<file path="src/rtl/spi_mem_master_pkg.sv">
// Shared definitions for the SPI memory master: frame sizes, command bit
// polarity and FSM state encoding.
package spi_mem_master_pkg;

  localparam logic SPI_RW_READ  = 1'b1;
  localparam int   SPI_WR_BITS  = 16;
  localparam int   SPI_RD_BITS  = 17;
  localparam int   SPI_LAG_BITS = 1;
  localparam int   BYTE_BITS    = 8;

  typedef enum logic [2:0] {
    ST_IDLE  = 3'd0,
    ST_SETUP = 3'd1,
    ST_LOW   = 3'd2,
    ST_HIGH  = 3'd3,
    ST_GAP   = 3'd4
  } state_t;

  function automatic int max3(input int a, input int b, input int c);
    int m;
    m = (a > b) ? a : b;
    return (m > c) ? m : c;
  endfunction

endpackage

</file>
<file path="src/rtl/spi_mem_master_sclk_timer.sv">
// Loadable down-counter shared by every timed FSM state; 'expire' marks the
// last cycle of the loaded interval.
module spi_mem_master_sclk_timer #(
  parameter int CNT_W = 6
) (
  input  logic             clk,
  input  logic             reset,
  input  logic             load,
  input  logic [CNT_W-1:0] load_val,
  input  logic             run,
  output logic             expire
);

  logic [CNT_W-1:0] cnt;

  always_ff @(posedge clk) begin
    if (reset)
      cnt <= '0;
    else if (load)
      cnt <= load_val;
    else if (cnt != '0)
      cnt <= cnt - 1'b1;
  end

  // Loaded with N-1 on state entry, so the state lasts exactly N cycles.
  assign expire = run && (cnt == '0);

endmodule

</file>
<file path="src/rtl/spi_mem_master.sv">
// Host-side SPI master issuing single-byte read/write frames to the spiMemory
// slave; one request at a time over a valid/ready handshake.
module spi_mem_master
  import spi_mem_master_pkg::*;
#(
  parameter int HALF     = 50,
  parameter int CS_SETUP = 50,
  parameter int CS_GAP   = 50
) (
  input  logic       clk,
  input  logic       reset,
  input  logic       req_valid,
  output logic       req_ready,
  input  logic       req_write,
  input  logic [6:0] req_addr,
  input  logic [7:0] req_wdata,
  output logic       rsp_valid,
  output logic [7:0] rsp_rdata,
  output logic       busy,
  output logic       sclk_pin,
  output logic       cs_pin,
  output logic       mosi_pin,
  input  logic       miso_pin
);

  localparam int CNT_W = $clog2(max3(HALF, CS_SETUP, CS_GAP) + 1);
  localparam logic [CNT_W-1:0] HALF_LD  = CNT_W'(HALF - 1);
  localparam logic [CNT_W-1:0] SETUP_LD = CNT_W'(CS_SETUP - 1);
  localparam logic [CNT_W-1:0] GAP_LD   = CNT_W'(CS_GAP - 1);
  // Remaining-bit count at the HIGH phase that completes the command byte of a write.
  localparam logic [4:0] WDATA_AT = 5'(SPI_WR_BITS - BYTE_BITS + 1);

  state_t           state, state_next;
  logic             accept, expire, tmr_load, last_bit, bit_done;
  logic [CNT_W-1:0] tmr_val;
  logic [4:0]       bit_cnt;
  logic [7:0]       shift_out, shift_in, wdata_q;
  logic             write_q;

  spi_mem_master_sclk_timer #(.CNT_W(CNT_W)) u_timer (
    .clk      (clk),
    .reset    (reset),
    .load     (tmr_load),
    .load_val (tmr_val),
    .run      (state != ST_IDLE),
    .expire   (expire)
  );

  assign accept   = req_valid && req_ready;
  assign last_bit = (bit_cnt == 5'd1);
  assign bit_done = (state == ST_HIGH) && expire;

  always_ff @(posedge clk) begin
    if (reset)
      state <= ST_IDLE;
    else
      state <= state_next;
  end

  always_comb begin
    state_next = state;
    case (state)
      ST_IDLE:  if (accept) state_next = ST_SETUP;
      ST_SETUP: if (expire) state_next = ST_LOW;
      ST_LOW:   if (expire) state_next = ST_HIGH;
      ST_HIGH:  if (expire) state_next = last_bit ? ST_GAP : ST_LOW;
      ST_GAP:   if (expire) state_next = ST_IDLE;
      default:  state_next = ST_IDLE;
    endcase
  end

  always_comb begin
    req_ready = (state == ST_IDLE) && !reset;
    busy      = (state != ST_IDLE);
    sclk_pin  = (state != ST_LOW);
    cs_pin    = (state == ST_IDLE) || (state == ST_GAP);
    mosi_pin  = ((state == ST_LOW) || (state == ST_HIGH)) ? shift_out[7] : 1'b0;
    tmr_load  = (state_next != state);
    case (state_next)
      ST_SETUP:        tmr_val = SETUP_LD;
      ST_LOW, ST_HIGH: tmr_val = HALF_LD;
      ST_GAP:          tmr_val = GAP_LD;
      default:         tmr_val = '0;
    endcase
  end

  always_ff @(posedge clk) begin
    if (reset) begin
      bit_cnt   <= '0;
      rsp_valid <= 1'b0;
      rsp_rdata <= '0;
    end else begin
      rsp_valid <= 1'b0;
      if (accept)
        bit_cnt <= req_write ? 5'(SPI_WR_BITS) : 5'(SPI_RD_BITS);
      else if (bit_done)
        bit_cnt <= bit_cnt - 1'b1;
      // The final sample goes straight to the response so it lands in the first GAP cycle.
      if (bit_done && last_bit && !write_q) begin
        rsp_valid <= 1'b1;
        rsp_rdata <= {shift_in[6:0], miso_pin};
      end
    end
  end

  always_ff @(posedge clk) begin
    if (accept) begin
      write_q   <= req_write;
      wdata_q   <= req_wdata;
      shift_out <= {req_addr, req_write ? ~SPI_RW_READ : SPI_RW_READ};
    end else if (bit_done) begin
      shift_in <= {shift_in[6:0], miso_pin};
      if (write_q && (bit_cnt == WDATA_AT))
        shift_out <= wdata_q;
      else
        shift_out <= {shift_out[6:0], 1'b0};
    end
  end

endmodule

</file>
<file path="config.mk">
export PLATFORM = sky130hd
export DESIGN_NAME = spi_mem_master
export DESIGN_NICKNAME = d
export VERILOG_FILES = /design/src/rtl/spi_mem_master_pkg.sv /design/src/rtl/spi_mem_master_sclk_timer.sv /design/src/rtl/spi_mem_master.sv
export SDC_FILE = /design/constraint.sdc
export NUM_CORES = 1
export LEC_CHECK = 0
export CORE_UTILIZATION = 40
export CTS_CLUSTER_DIAMETER = 60
export DETAILED_ROUTE_END_ITERATION = 16
export SETUP_SLACK_MARGIN = 0.15
export SLEW_MARGIN = 20
export SYNTH_ARGS = -nofsm -noshare
export SYNTH_HDL_FRONTEND = slang
export SYNTH_SLANG_ARGS = --single-unit
</file>
<file path="constraint.sdc">
create_clock -name clk -period 2 [get_ports clk]
set_clock_uncertainty 0.2 [all_clocks]
set_input_delay 0.3 -clock clk [delete_from_list [all_inputs] [get_ports clk]]
set_output_delay 0.3 -clock clk [all_outputs]
set_load 0.005 [all_outputs]
</file>
* After elaboration in Yosys (flattened, before gate mapping)
Cells that the tools add are included.
** Storage, ports and cells
- Flip-flop bits (word level) :: 47
- Output and inout bits :: 14
- Word-level logic and storage cells :: 62
** Operators by class
- Add/sub/neg operators :: 2
- Equal/unequal tests :: 12
- Muxes and demuxes :: 19
- Bitwise operators :: 1
- Reduce and logical (&&, ||, !) cells :: 19
** Operators with widths (number)
- $mux W8 :: 3
- $mux W3 :: 6
- $mux W6 :: 3
- $pmux W3 S5 :: 1
- $eq A3 B2 Y1 const B :: 4
- $mux W5 :: 2
- $logic_and A1 B1 Y1 :: 7
- $eq A3 B1 Y1 const B :: 2
- $eq A3 B3 Y1 const B :: 2
- $logic_not A6 Y1 :: 1
- $reduce_bool A6 Y1 :: 1
- $sub A6 B1 Y6 const B :: 1
- $eq A5 B1 Y1 const B :: 1
- $eq A5 B4 Y1 const B :: 1
- $sub A5 B1 Y5 const B :: 1
- $mux W1 :: 4
- $reduce_bool A2 Y1 :: 2
- $reduce_or A4 Y1 :: 1
- $logic_not A3 Y1 :: 1
- $ne A3 B2 Y1 const B :: 1
- $ne A3 B3 Y1 :: 1
- $reduce_bool A3 Y1 :: 1
- $logic_not A1 Y1 :: 2
- $logic_or A1 B1 Y1 :: 2
- other kinds (2) :: 2

* Depth between registers and ports, before layout
Gate-level depths: netlist (run 1).
- Depth after elaboration :: 9
- Gate-level depth with buffers :: 8
- Mapped depth without buffers :: 6

* By module
From an unflattened synthesis (run 1), not the netlist that was laid out.
** Unflattened totals
- Cells, all modules :: 221
- Area total of the unflattened synthesis :: 2274.7 µm²
** Modules (own cells, without submodules)
- spi_mem_master :: times used 1, cells each 175, area an instance 1898.1 µm², sequential area each 1061.0 µm²
- spi_mem_master_sclk_timer :: times used 1, cells each 46, area an instance 376.6 µm², sequential area each 120.1 µm²

* Worst setup path before layout (run 1)
No wires, ideal clock.
- Kind :: reg-to-reg
- Start point :: reg bit_cnt[1]
- End point :: reg rsp_rdata[0]
- Arrival :: 1.599 ns
- Required time :: 1.668 ns
- Path slack :: 0.069 ns
- Cell stages (with the launch flop) :: 8
- Buffers on the path :: 1
- Period minus slack after synthesis :: 1.931 ns
- Cells stage by stage :: dfxtp_1 inv_1 ha_1 or4b_4 or3_1 buf_6 o21ai_2 a21oi_1
** Between the ends
- Word-level cells in the longest chain between the ends :: 3
** Ends and longest elaborated chain
- start: declaration :: RTL line spi_mem_master.sv:36 : logic [4:0] bit_cnt;
- start signal: assignment :: RTL line spi_mem_master.sv:95 : bit_cnt <= req_write ? 5'(SPI_WR_BITS) : 5'(SPI_RD_BITS);
- start signal: assignment :: RTL line spi_mem_master.sv:97 : bit_cnt <= bit_cnt - 1'b1;
- $eq A5 B1 Y1 :: RTL line spi_mem_master.sv:50 : assign last_bit = (bit_cnt == 5'd1);
- $logic_and A1 B1 Y1 (2 in a row) :: RTL line spi_mem_master.sv:99 : if (bit_done && last_bit && !write_q) begin
- end signal: assignment :: RTL line spi_mem_master.sv:101 : rsp_rdata <= {shift_in[6:0], miso_pin};
- end: declaration :: RTL line spi_mem_master.sv:18 : output logic [7:0] rsp_rdata,
Every way passes these cells.
A chain may end at the register's enable or synchronous reset.

* Worst setup path in the final report (run 1)
- Start point :: reg bit_cnt[1]
- End point :: reg rsp_valid
** Between the ends
- Word-level cells in the longest chain between the ends :: 4
** Ends and longest elaborated chain
- $eq A5 B1 Y1 :: RTL line spi_mem_master.sv:50
- $logic_and A1 B1 Y1 (2 in a row) :: RTL line spi_mem_master.sv:99
- $mux W1 :: RTL line spi_mem_master.sv:99
- end signal: assignment :: RTL line spi_mem_master.sv:90 : rsp_valid <= 1'b0;
- end signal: assignment :: RTL line spi_mem_master.sv:93 : rsp_valid <= 1'b0;
- end signal: assignment :: RTL line spi_mem_master.sv:100 : rsp_valid <= 1'b1;
- end: declaration :: RTL line spi_mem_master.sv:17 : output logic rsp_valid,
Every way passes these cells.

==> results of run 1 <==
## report_power, final
group	switching [mW]	total, mW	internal [mW]	leakage [nW]
clock	0.311	0.555	0.245	0.0412
sequential	0.0989	1.24	1.14	0.412
combinational	0.572	1.13	0.559	0.560
## layer usage
metal | up-vias | GRT usage [%]
met5 | - | 0
met4 | 0 | 6.29
met3 | 6 | 4.02
met2 | 32 | 29.3
met1 | 790 | 22.1
li1 | 815 | -
## worst paths after layout
kind                       to   startpoint  depth (start not counted)  slack [ns]
setup / recovery    rsp_valid   bit_cnt[1]                          7       0.006
hold reg to reg   shift_in[3]  shift_in[2]                          0        0.26
hold / removal     bit_cnt[1]        reset                          3        0.23
setup reg to reg    rsp_valid   bit_cnt[1]                          7       0.006
## area by class of cell
cell class / count / area (um^2)
Multi-Input combinational cell: 124 / 973
Timing Repair Buffer: 61 / 569
Clock inverter: 2 / 12.5
Sequential cell: 47 / 1200
Clock buffer: 6 / 72.6
Inverter: 9 / 33.8
Tap cell: 70 / 87.6
Fill cell: 445 / 2160
## synth_stat cells, drive strengths merged, types with 4 or more instances
cell type | number | area, um^2
a21oi | 12 | 60.1
buf | 4 | 32.5
clkbuf | 4 | 15.0
dfxtp | 23 | 460
edfxtp | 24 | 721
ha | 4 | 50.1
inv | 9 | 33.8
mux2i | 8 | 80.1
nand2 | 11 | 41.3
nand3 | 6 | 30.0
nand4b | 9 | 78.8
nor2 | 10 | 42.5
nor3 | 7 | 40.0
o21ai | 16 | 110
or2 | 4 | 25.0
xor2 | 4 | 35.0
## flip-flops by register name (all words and copies together), names as in the netlist
signal	cells
shift_out	8
state	3
rsp_valid	1
rsp_rdata	8
write_q	1
bit_cnt	5
wdata_q	8
u_timer.cnt	6
shift_in	7
## metrics by stage
stage / area (um^2) / util, %
CTS: 2840 / 55.6
detailed placement: 2680 / 52.5
global route: 2950 / 57.7
floorplan: 2140 / -
global placement: 2680 / 52.5
finish: 2950 / 57.7
## repair_timing
action,4_1_cts,5_1_grt
hold endpoints to repair,0,0
resized for setup,25,18
buffers inserted,3,4
gates cloned,0,2
endpoints found under the setup margin,18,26
pin swaps,0,6
hold buffers,0,0
## worst max-delay path, cell delays in order (launching register included)
cell,delay [ns]
dfxtp_2,0.34
inv_2,0.07
ha_4,0.12
or4b_4,0.45
or3_4,0.35
buf_4,0.16
buf_4,0.13
nor3_2,0.09
## kinds of logic (layout without fill, tap and decap cells)
group	count (synthesis)	after routing	synth area share [%]
AO/OA/AOI/OAI	42	42	13.3
XOR/XNOR	6	6	2.49
multiplexers	8	8	3.80
adder cells (fa/ha/maj)	4	4	2.37
buffers and inverters	17	78	3.85
flip-flops	47	47	56.0
AND/OR/NAND/NOR	63	64	18.2
==> run summary, run 1 <==
The run finished with clean final reports. The post-synth net total is 211. The total grt overflow came out at 0. The count of nets left with antenna violations after detail routing came out at 0. The hold slack came out at 0.228 ns.

The H-tree level count is 2. After floorplanning, the core was sized to cover 5110 um^2. In the detailed route, the total length drawn on met2 is 2360 um.

The non-filler instance count after layout came out at 319. The number of iterations in the first detailed-routing pass is 4. The sequential-to-total area share from yosys stat is 56.0%.

The leakage power summed over all cells is 1.01 nW. Detailed placement finished with a half-perimeter wire length of 3130 um. During synthesis, Yosys emitted a total of 0 warnings. The total negative slack for setup checks is 0 ns.

The quantity of I/O buffers inserted on ports is 33. The worst slack at placement came out at -0.112 ns. In the final routing, the length of wire on met1 measures 1940 um.

Setup repair after global routing could not meet its margin everywhere. After layout, the worst path uses 99.7% of the clock period. Entering global routing, the biggest net connects 26 pins.

The total power of the final layout is 2.93 mW. The first global-routing pass estimated 7170 um of wire. The register clock-pin slew on the reported worst setup and hold paths came out at 0.09 ns. The worst hold-check path type is in2reg. The initial cell density of the core is 41.3%. The shortest period the worst path allows is 1.99 ns. The worst-case IR drop observed on VDD is 0.541 mV. TritonCTS built the clock tree. The area growth from synthesis to layout is 39.7%. The number of enable flip-flop cells after synthesis is 24. The average wire per standard cell came out at 14.0 um. The highest clock rate is 502 MHz.

The worst setup path is launched from a flop. The final RePlAce weighted congestion came out at 0.766. The number of library cell types mapped by synthesis came out at 41. The combined area of all synthesized cells is 2110 um^2. The minimum setup slack in the final design came out at 0.00647 ns. Leaving out fill and tap cells, the most frequent cell in the layout is clkdlybuf4s50_1. Of all flip-flops after synthesis, the portion carrying an async set or reset was 0%. The number of instances in the synthesized netlist is 187. The arrival time reported for the critical path endpoint is 2.02 ns. The number of core rows came out at 26.

The count of pins over their slew limit came out at 0. The worst setup path is of the reg2reg kind. The total via count after detailed routing came out at 1643. The synthesized area per cell is 11.3 um^2. In the layout the commonest cells are 27 x clkdlybuf4s50_1, 24 x edfxtp_1, 23 x buf_4. Buffers inserted during clock tree synthesis total 5.

Power spread over the standard cell area amounts to 993 nW/um^2. The area of the die is 5570 um^2. The final setup violation count is 0.

Summed over all nets, wire length on met3 after detailed routing comes to 119 um. The root buffer selected by CTS is clkbuf_8. Among all flip-flop cells after synthesis, the most frequent one is edfxtp_1.

The clock latency on the worst-skew pair is 0.30 ns. The share of post-route cells with drive strength above 1 came out at 31.7%. The headroom to the max-slew limit came out at 79.8%.

The net count reported at finish came out at 272. The cell count after placement came out at 302. The detailed router's first-iteration violation count came out at 62. For this run, design rule violations remaining after detail routing come to 0. The final hold violation count is 0. The post-synthesis sequential element count came out at 47. The number of antenna diodes in the final layout is 0.

The highest metal layer carrying signal wires in the routed design is met4. The clock sink count is 47. The floorplan step set the die height to 74.6 um.

The largest fanout on the critical path is 4. STA classifies the critical path endpoint as a flop. The total wire length after detailed routing came out at 4480 um. Counting along the longest clock path gives a buffer depth of 2.

The global-route usage over all layers is 17.5%. The transition time at the pin with the least slew margin came out at 0.303 ns. The initial antenna violation count is 0. Dividing the detail-routed via count by the number of cells gives 5.15. The number of global-route vias before repair came to 1559. The total I/O pin count came out at 34.

The horizontal die dimension came out at 74.6 um. The total of max-cap violations is 0. The required time at the endpoint of the critical path is 2.03 ns.
Note: power is estimated with default switching activity, not from simulation.
==> run 2, diff against run 1 <==
- CORE_MARGIN: default -> 3
==> run 2 against run 1 <==
Compared with the run above: total power increased by 2.9%; largest power group unchanged; critical path type unchanged; via count rose by 0.37%; routed wire length grew 4.2%; clock power increased by 24%; sequential power is essentially flat; final cell count down 0.31%; global-route usage fell by 1.6 points.
==> run summary, run 2 (same netlist as run 1, synthesis figures left out) <==
The flow ran to the end, and the final reports show no timing, DRC or antenna violations. The number of iterations in the first detailed-routing pass is 4. For this block, the routed nets add up to 4670 um of wire. The area occupied by registers is 1200 um^2. Data on the critical path is required at its endpoint by 1.98 ns. The transition time at the pin with the least slew margin is 0.343 ns.

The count of nets left with antenna violations after detail routing is 0. The repair_antennas step left the layout with diodes totalling 0. The area used by multi-input combinational logic is 957 um^2.

The clock tree buffer depth came out at 2. The largest registers in the layout are rsp_rdata x8, shift_out x8, wdata_q x8. The later pin in the worst-skew pair is clocked with a latency of 0.29 ns. The total via count after detailed routing came out at 1649.

The worst vdd rail ir drop came out at 0.674 mV. The layout has 421 filler cells. In the layout the commonest cells are 28 x clkdlybuf4s50_1, 24 x buf_4, 24 x edfxtp_1. The clock sink count is 47. The shortest period the worst path allows is 1.96 ns. The CTS buffer count came out at 5.

The root buffer selected by CTS is clkbuf_8. The worst pin sits at a relative slew slack of 77.1%. The global-route wire length before repair is 7640 um.

Setup violations remaining at the end of the flow were counted as 0. The total I/O pin count is 34. The detailed placement HPWL came out at 3200 um. After the last flow step, the layout net total stands at 274. At the worst endpoint, the arrival time is 1.94 ns. The number of core rows came out at 25. The register clock-pin slew on the reported worst setup and hold paths is 0.09 ns. The placeable core area came out at 4910 um^2. The total power of the final layout is 3.01 mW.

The worst setup path is captured at a flop. The final hold violation count came to 0. The final instance area is 2970 um^2. TritonCTS built the clock tree.

The largest fanout on the critical path is 5. The global-route usage over all layers is 15.9%. The post-synthesis to final-layout area growth came out at 40.6%. The worst setup path is of the reg2reg kind.

The H-tree was split into 2 levels. The number of global-route vias before repair came out at 1641. The placed standard-cell area is 2680 um^2. The worst hold-check path type is reg2reg. The total grt overflow is 0. The final critical path takes up 98.0% of the cycle. From bottom edge to top edge, the die measures 78.6 um. The average wire per standard cell came out at 14.7 um. The highest clock rate is 510 MHz. The leakage power summed over all cells is 1.02 nW.

Entering global routing, the biggest net connects 26 pins. The initial antenna violation count is 0. The count of pins over their slew limit is 0. The total of max-cap violations is 0.

The area of the die is 6180 um^2. The remaining routing DRC violations came out at 0. The detailed router's first-iteration violation count is 106. The initial utilization of the core area, before any placement, comes to 43.0%. The hold slack is 0.262 ns. The most frequent standard cell in the layout excluding fill and tap cells is clkdlybuf4s50_1. The count of buffers added on input and output ports is 33. The ratio of routed vias to standard cells came out at 5.19. The cell area power density came out at 1020 nW/um^2. STA classifies the critical path startpoint as a flop. The horizontal die dimension came out at 78.6 um.

At the end of routability-driven placement, the weighted congestion stood at 0.792. Setup repair after global routing could not meet its margin everywhere. The share of post-route cells with drive strength above 1 is 31.5%.
## run 2: layout make-up
class                   instances  area share, %
clock inverters                 1           1.01
flip-flops and latches         47           40.5
inverters                       9           1.14
clock buffers                   7           2.57
well taps                      67           2.83
multi-input cells             124           32.3
repair buffers                 63           19.7
## run 2: metrics by stage
stage	std cells	setup TNS, ns	util, %	setup slack (ns)
finish	318	0	60.4	0.0390
global route	318	-0.155	60.4	-0.0458
CTS	314	0	59.0	0.0356
detailed placement	299	-1.06	54.5	-0.125
global placement	299	-0.840	54.5	-0.103
floorplan	187	0	-	0.0723
## run 2: timing repair
action	CTS	global route
endpoints found under the hold margin	0	0
setup endpoints to repair	17	38
resized for setup	28	17
buffers inserted	6	3
pin swaps	4	6
hold buffers	0	0
cloned	1	1
## run 2: routing by layer
metal	GRT usage (%)	share of wire, %
met1	19.2	42
met2	27.7	54
met3	3.56	2.8
met4	5.42	1.3
met5	0	0
## run 2: path summary, 6_finish.rpt
path	slack, ns	to	start	cells past startpoint
hold reg to reg	0.26	rsp_rdata[6]	rsp_rdata[6]	2
hold / removal	0.26	rsp_rdata[6]	rsp_rdata[6]	2
setup / recovery	0.04	rsp_rdata[7]	bit_cnt[1]	7
setup reg to reg	0.04	rsp_rdata[7]	bit_cnt[1]	7
## run 2: where the power goes
group | switching [mW] | internal, mW | total, mW | leakage, nW
Clock | 0.311 | 0.374 | 0.686 | 0.0524
Sequential | 0.118 | 1.14 | 1.26 | 0.412
Combinational | 0.524 | 0.546 | 1.07 | 0.555
## run 2: worst max-delay path, cell delays in order, from the launching register on
cell and delay [ns]:
dfxtp_2 0.33, inv_2 0.07, ha_4 0.12, or4b_4 0.45
or3_4 0.36, buf_6 0.15, o21ai_2 0.10, a21oi_1 0.07
